<file path="src/rtl/trace_bp_sampler_if.sv">
// Bus bundle for trace_bp_sampler: the sample input from a free-running
// trace source and the ready/valid output towards the capture FIFO.
// The slave modport is the sampler's view, the master modport is the
// view of whatever drives samples and consumes FIFO words.
interface trace_bp_sampler_if #(
    parameter int sample_width_p = 4
);
    logic [sample_width_p-1:0] sample_data;
    logic                      sample_valid;
    logic [sample_width_p:0]   fifo_data;
    logic                      fifo_valid;
    logic                      fifo_ready;

    modport slave (
        input  sample_data,
        input  sample_valid,
        output fifo_data,
        output fifo_valid,
        input  fifo_ready
    );

    modport master (
        output sample_data,
        output sample_valid,
        input  fifo_data,
        input  fifo_valid,
        output fifo_ready
    );
endinterface

</file>
<file path="src/rtl/trace_bp_sampler.sv">
// trace_bp_sampler: trace capture stage between a source that cannot be
// stalled and a ready/valid FIFO. Samples that arrive while the output
// word is blocked are dropped, and the number lost is reported in-band by
// a marker word {1, count} placed where the dropped run would have been.
// Plain data words are {0, sample}.
//
// Build option: define TRACE_BP_MARKER_EN to build the drop counter, the
// one-entry hold register and marker generation. Without it, blocked
// samples are discarded silently and the output MSB is always 0.
module trace_bp_sampler #(
    parameter int sample_width_p  = 4,
    parameter int counter_width_p = 4
) (
    input  logic               clk,
    input  logic               reset_n_i,
    trace_bp_sampler_if.slave  bus
);

    // The drop count must fit inside a marker payload.
    generate
        if (counter_width_p < 1 || counter_width_p > sample_width_p) begin : g_bad_cfg
            $error("trace_bp_sampler: counter_width_p must be in 1..sample_width_p");
        end
    endgenerate

    logic                      fifo_valid_q;
    logic [sample_width_p:0]   fifo_data_q;
    logic                      slot_free;

    // The output word may be replaced when it is empty or leaving this cycle.
    assign slot_free = !fifo_valid_q || bus.fifo_ready;

`ifdef TRACE_BP_MARKER_EN
    logic                       hold_v;
    logic [sample_width_p-1:0]  hold_d;
    logic [counter_width_p-1:0] drop_cnt;
    logic [counter_width_p-1:0] drop_cnt_inc;
    logic [sample_width_p-1:0]  marker_count;

    // Saturating increment: an all-ones count means "at least this many".
    assign drop_cnt_inc = (drop_cnt == {counter_width_p{1'b1}}) ? drop_cnt
                                                                 : drop_cnt + counter_width_p'(1);
    assign marker_count = sample_width_p'(drop_cnt);

    // Output word, hold entry and drop counter, served in order: held
    // sample, then pending marker, then the live sample.
    always_ff @(posedge clk or negedge reset_n_i) begin
        if (!reset_n_i) begin
            fifo_valid_q <= 1'b0;
            fifo_data_q  <= '0;
            hold_v       <= 1'b0;
            hold_d       <= '0;
            drop_cnt     <= '0;
        end else if (!slot_free) begin
            if (bus.sample_valid) begin
                drop_cnt <= drop_cnt_inc;
            end
        end else if (hold_v) begin
            fifo_valid_q <= 1'b1;
            fifo_data_q  <= {1'b0, hold_d};
            if (bus.sample_valid && drop_cnt == '0) begin
                hold_d <= bus.sample_data;
            end else begin
                hold_v <= 1'b0;
                if (bus.sample_valid) begin
                    drop_cnt <= drop_cnt_inc;
                end
            end
        end else if (drop_cnt != '0) begin
            fifo_valid_q <= 1'b1;
            fifo_data_q  <= {1'b1, marker_count};
            drop_cnt     <= '0;
            hold_v       <= bus.sample_valid;
            if (bus.sample_valid) begin
                hold_d <= bus.sample_data;
            end
        end else if (bus.sample_valid) begin
            fifo_valid_q <= 1'b1;
            fifo_data_q  <= {1'b0, bus.sample_data};
        end else begin
            fifo_valid_q <= 1'b0;
        end
    end
`else
    // Output word only: blocked samples simply vanish.
    always_ff @(posedge clk or negedge reset_n_i) begin
        if (!reset_n_i) begin
            fifo_valid_q <= 1'b0;
            fifo_data_q  <= '0;
        end else if (slot_free) begin
            if (bus.sample_valid) begin
                fifo_valid_q <= 1'b1;
                fifo_data_q  <= {1'b0, bus.sample_data};
            end else begin
                fifo_valid_q <= 1'b0;
            end
        end
    end
`endif

    assign bus.fifo_valid = fifo_valid_q;
    assign bus.fifo_data  = fifo_data_q;

endmodule

</file>
<file path="src/flat_wrapper.sv">
// flat-port wrapper written by rule: the top's interface ports become plain ports
module trace_bp_sampler_flat 
#(
    parameter int sample_width_p  = 4,
    parameter int counter_width_p = 4
)
  (clk, reset_n_i, bus_sample_data, bus_sample_valid, bus_fifo_data, bus_fifo_valid, bus_fifo_ready);
  trace_bp_sampler_if #(.sample_width_p(sample_width_p)) bus_i ();
  input  logic clk;
  input  logic reset_n_i;
  input wire logic [$bits(bus_i.sample_data)-1:0] bus_sample_data;
  input wire logic [$bits(bus_i.sample_valid)-1:0] bus_sample_valid;
  output wire logic [$bits(bus_i.fifo_data)-1:0] bus_fifo_data;
  output wire logic [$bits(bus_i.fifo_valid)-1:0] bus_fifo_valid;
  input wire logic [$bits(bus_i.fifo_ready)-1:0] bus_fifo_ready;
  assign bus_i.sample_data = bus_sample_data;
  assign bus_i.sample_valid = bus_sample_valid;
  assign bus_fifo_data = bus_i.fifo_data;
  assign bus_fifo_valid = bus_i.fifo_valid;
  assign bus_i.fifo_ready = bus_fifo_ready;
  trace_bp_sampler #(.sample_width_p(sample_width_p), .counter_width_p(counter_width_p)) u_core (.clk(clk), .reset_n_i(reset_n_i), .bus(bus_i));
endmodule
</file>
<file path="config.mk">
export PLATFORM = sky130hd
export DESIGN_NAME = trace_bp_sampler_flat
export DESIGN_NICKNAME = d
export VERILOG_FILES = /design/src/rtl/trace_bp_sampler_if.sv /design/src/rtl/trace_bp_sampler.sv /design/src/flat_wrapper.sv
export SDC_FILE = /design/constraint.sdc
export NUM_CORES = 1
export LEC_CHECK = 0
export ABC_AREA = 1
export CAP_MARGIN = 10
export CORE_AREA = 2 2 39 41
export DETAILED_ROUTE_END_ITERATION = 10
export DIE_AREA = 0 0 41 43
export GPL_TIMING_DRIVEN = 0
export PLACE_DENSITY_LB_ADDON = 0.25
export SYNTH_ARGS = -nofsm -noshare
export SYNTH_HDL_FRONTEND = slang
export SYNTH_SLANG_ARGS = --single-unit
</file>
<file path="constraint.sdc">
create_clock -name clk -period 0.9 [get_ports clk]
set_clock_uncertainty 0.15 [all_clocks]
set_input_delay 0.225 -clock clk [delete_from_list [all_inputs] [get_ports clk]]
set_output_delay 0.225 -clock clk [all_outputs]
set_load 0.005 [all_outputs]
</file>
* Word-level counts from Yosys, hierarchy flattened
Cells that the tools add are included.
Storage, ports and cells: register bits after elaboration 5, bits of input ports 8, output and inout bits 6, logic and storage cells 6
Cells by class: muxes and demuxes 1, reductions and logical operators 3
Operators by type and width (count):
- $reduce_and 2->1 | 1
- $logic_not 1->1 | 1
- $logic_or 1x1->1 | 1
- $mux 1 | 1

* Longest topological paths before layout
word-level depth 3, depth in mapped cells 5, gate-level depth less buffers 5

* Worst setup path before layout
Ideal clock, no wire load.
path kind reg2reg, from register u_core.fifo_valid_q (netlist: u_core.bus.fifo_valid), to register u_core.fifo_data_q[0] (netlist: u_core.bus.fifo_data[0]), library setup time 0.116 ns, arrival time 0.661 ns, data required time 0.634 ns, setup slack -0.027 ns, stages on the path, launching flop included 5, buffers on the path 0, period minus slack after synthesis 0.927 ns, cell sequence dfrtp_1 -> nand2_2 -> nand2_4 -> nand2_1 -> nand2_1
On the way: cells in the longest elaborated chain, start to end 3
Ends and longest elaborated chain:
- from (decl) | RTL line trace_bp_sampler.sv:26 | logic fifo_valid_q;
- from (signal assigned) | RTL line trace_bp_sampler.sv:88 | fifo_valid_q <= 1'b0;
- from (signal assigned) | RTL line trace_bp_sampler.sv:92 | fifo_valid_q <= 1'b1;
- from (signal assigned) | RTL line trace_bp_sampler.sv:95 | fifo_valid_q <= 1'b0;
- $logic_not 1->1 | RTL line trace_bp_sampler.sv:31 | assign slot_free = !fifo_valid_q || bus.fifo_ready;
- $logic_or 1x1->1 | RTL line trace_bp_sampler.sv:31
- $reduce_and 2->1 (no line)
- to (signal assigned) | RTL line trace_bp_sampler.sv:93 | fifo_data_q <= {1'b0, bus.sample_data};
- to (decl) | RTL line trace_bp_sampler.sv:27 | logic [sample_width_p:0] fifo_data_q;
No other way between the ends. A chain may end at the register's enable or synchronous reset.

* Worst setup path after layout
from register u_core.fifo_valid_q (netlist: u_core.bus.fifo_valid), to output port bus_fifo_valid
RTL lines:
- to (decl) | RTL line flat_wrapper.sv:14 | output wire logic [$bits(bus_i.fifo_valid)-1:0] bus_fifo_valid;
No word-level cell between the ends.

==> results.py <==
metrics = {
    "timing": {
        "timing.final.ws_setup_ns": -0.2045,
        "fin_crit_sh_pct": 122.7,
        "fin_crit_ns": 1.105,
        "fmax_ghz": 0.9054,
        "finalHoldViolCount": 0,
        "setup_viol": 10,
        "hold_ws_ns": 0.05871,
        "slew_violations": 0,
        "setup_tns_ns": -1.565,
        "rsz0062_at_grt": "yes",
    },
    "logic_synthesis": {
        "yosysUniqueCellTypes": 8,
        "synthTopCellsByArea": "dfrtp_1 (59%), nand2_1 (16%), nand3_1 (9.5%)",
        "synth_top_area_share_pct": 59.17,
        "synth_seq_area_share_pct": 59.17,
        "muxShareOfSynthArea_pct": 0,
        "synth_top_family_by_area": "simple AND/OR/NAND/NOR gates",
        "netlist_area_um2": 211.5,
        "syn_nets": 31,
        "synth_compound_area_share_pct": 0,
        "synth_seq_cells": 5,
        "avgSynthCellArea_um2": 9.194,
        "synthCells": 23,
        "post_synth_and_or_nand_nor_area_fraction_pct": 33.73,
        "synth_xor_area_share_pct": 0,
        "synth_fa_ha_area_share_pct": 0,
        "synth_top_area_cell": "dfrtp_1",
        "yosysWarnings": 0,
    },
    "power_and_ir_drop": {
        "power_mw": 0.7150,
        "swShare_pct": 24.55,
        "power_frac_seq_pct": 37.4,
        "p_sw_mw": 0.1756,
        "power.density_nw_per_um2": 1706,
        "ir_worst_vdd_mv": 0.6839,
        "p_leak_nw": 0.2340,
        "power.internal_mw": 0.5394,
        "clkPwrFrac_pct": 35.9,
        "combPwrFrac_pct": 26.7,
    },
    "worst_setup_path": {
        "cp_max_fo": 2,
        "slowest_stage": "dfrtp_1",
        "cp.depth": 1,
        "crit_path_end": "bus_fifo_valid",
        "r2r_cells": 5,
        "cp-startpoint": "u_core.bus.fifo_valid",
        "start_kind": "flip-flop",
        "required_ns": 0.52,
        "end_kind": "output pin",
        "cp_num_buf_inv": 1,
        "r2r_start": "u_core.bus.fifo_valid",
        "reg2reg_to": "u_core.bus.fifo_data[2]",
        "crit_chain": "buf_2",
        "critPathTopFamily": "flip-flops",
        "cp.arrival_ns": 0.73,
        "slowest_delay_ns": 0.37,
        "r2r_slack_ns": -0.14,
        "critPathKind": "flip-flop to output pin",
    },
    "global_route": {
        "gr-total-overflow": 0,
        "antenna_found_initial": 0,
        "grt_max_degree": 7,
        "grt_usage_pct": 7.164,
        "grt_first_pass_wirelength_um": 807,
        "grt_pass1_vias": 209,
    },
    "final_layout": {
        "fin_nets": 55,
        "layout_commonest_cell": "buf_4",
        "drive_above_1_share_pct": 47.83,
        "syn_to_final_growth_pct": 98.22,
        "final_cell_mix": "buf_4 (8), nand2_1 (6), clkdlybuf4s50_1 (5), buf_2 (5), dfrtp_1 (5)",
        "finalNonFillerCells": 62,
        "n_antenna_cell": 0,
        "nFillCells": 155,
        "final_util_pct": 30.29,
    },
    "flow_run": {
        "cap_viol_max_count": 0,
    },
    "detailed_routing": {
        "vias": 225,
        "wl_um": 529,
        "drt_iter0_drc": 4,
        "firstDrtPassIters": 2,
        "avgRoutedWirePerCell_um": 8.532,
        "ant_nets": 0,
        "remaining_drc_errors": 0,
        "avgViaCountPerCell": 3.629,
    },
    "clock_network": {
        "clock-sinks": 5,
        "cts_tree": "built",
        "hold_buffers": 0,
        "clk_pin_slew_ns": 0.04,
        "clk_latency_ns": 0.23,
        "cts_max_level": 1,
        "cts_made_buffers": 3,
        "cts_root_buffer": "clkbuf_4",
        "clk_path_buf_depth": 2,
    },
    "floorplanning": {
        "die_h_um": 43,
        "core_um2": 1384,
        "dieArea_um2": 1763,
        "start_util_pct": 15.28,
        "fp-row-count": 14,
        "die_w_um": 41,
        "io_pins": 14,
    },
    "outcome": {
        "violations": "negative setup slack",
        "status": "complete, but fails checks",
    },
    "placed_design": {
        "place.gp.congestion": 0.6412,
        "dp.cells": 51,
        "port_buffers": 12,
    },
    "worst_hold_path": {
        "hp-class": "input port to asynchronous set/reset pin",
    },
}
[final cells by class]
cell class,count,area (um2),share of cell area [%]
Timing Repair Buffer,19,148.9,35.52
Sequential cell,5,125.1,29.85
Multi-Input combinational cell,16,87.58,20.90
Clock buffer,4,26.28,6.269
Tap cell,16,20.02,4.776
Buffer,1,7.507,1.791
Inverter,1,3.754,0.8955
[cells in the mapped netlist]
cell / instances
nand2_4: 1
buf_4: 1
nand2_2: 1
conb_1: 1
nand2_1: 9
dfrtp_1: 5
nand3_1: 4
inv_1: 1
[metrics by stage]
stage	setup WS [ns]	area (um2)
after floorplan	-0.01875	211.5
after global placement	-0.4064	351.6
after detailed placement	-0.4084	351.6
after CTS	-0.2139	386.6
after global routing	-0.2371	419.2
final	-0.2045	419.2
[sequential cells by signal, indices dropped and copies added (netlist names)]
| signal | cells |
|---|---|
| u_core.bus.fifo_valid | 1 |
| u_core.bus.fifo_data | 4 |
[kinds of logic (layout without fill, tap and decap cells)]
group,Yosys count,in the layout
buf+inv,2,25
other cells,1,1
flops,5,5
simple gates,15,15
[power by group through the flow]
stage	registers, mW	clock network (mW)	logic, mW
final	0.268	0.257	0.191
after global routing	0.271	0.276	0.215
after CTS	0.267	0.266	0.160
after detailed placement	0.274	0	0.149
after global placement	0.274	0	0.148
after floorplan	0.277	0	0.0423
[what timing repair did]
item,CTS,global route
pin swaps,2,1
cloned,0,0
setup endpoints to repair,10,10
endpoints found under the hold margin,0,0
gates resized for setup,23,4
setup buffers,4,3
[layer usage]
layer	vias up	global-route usage, %	part of all wire, %
met3	2	0.5236	13
met4	0	8.000	3.6
met2	11	10.63	48
met1	98	7.843	35
met5	-	0	0
li1	114	-	-
[worst min path at each step]
stage | end | slack [ns] | startpoint | cells after the start
finish | u_core.bus.fifo_data[2] | 0.06 | reset_n_i | 1
global route | u_core.bus.fifo_data[3] | 0.08 | reset_n_i | 1
CTS | u_core.bus.fifo_data[2] | 0.06 | reset_n_i | 1
detailed placement | u_core.bus.fifo_data[3] | 0.31 | u_core.bus.fifo_data[3] | 2
global placement | u_core.bus.fifo_data[2] | 0.31 | reset_n_i | 1
floorplan | u_core.bus.fifo_data[0] | -0.22 | reset_n_i | 0
(Power assumes the default switching activity.)
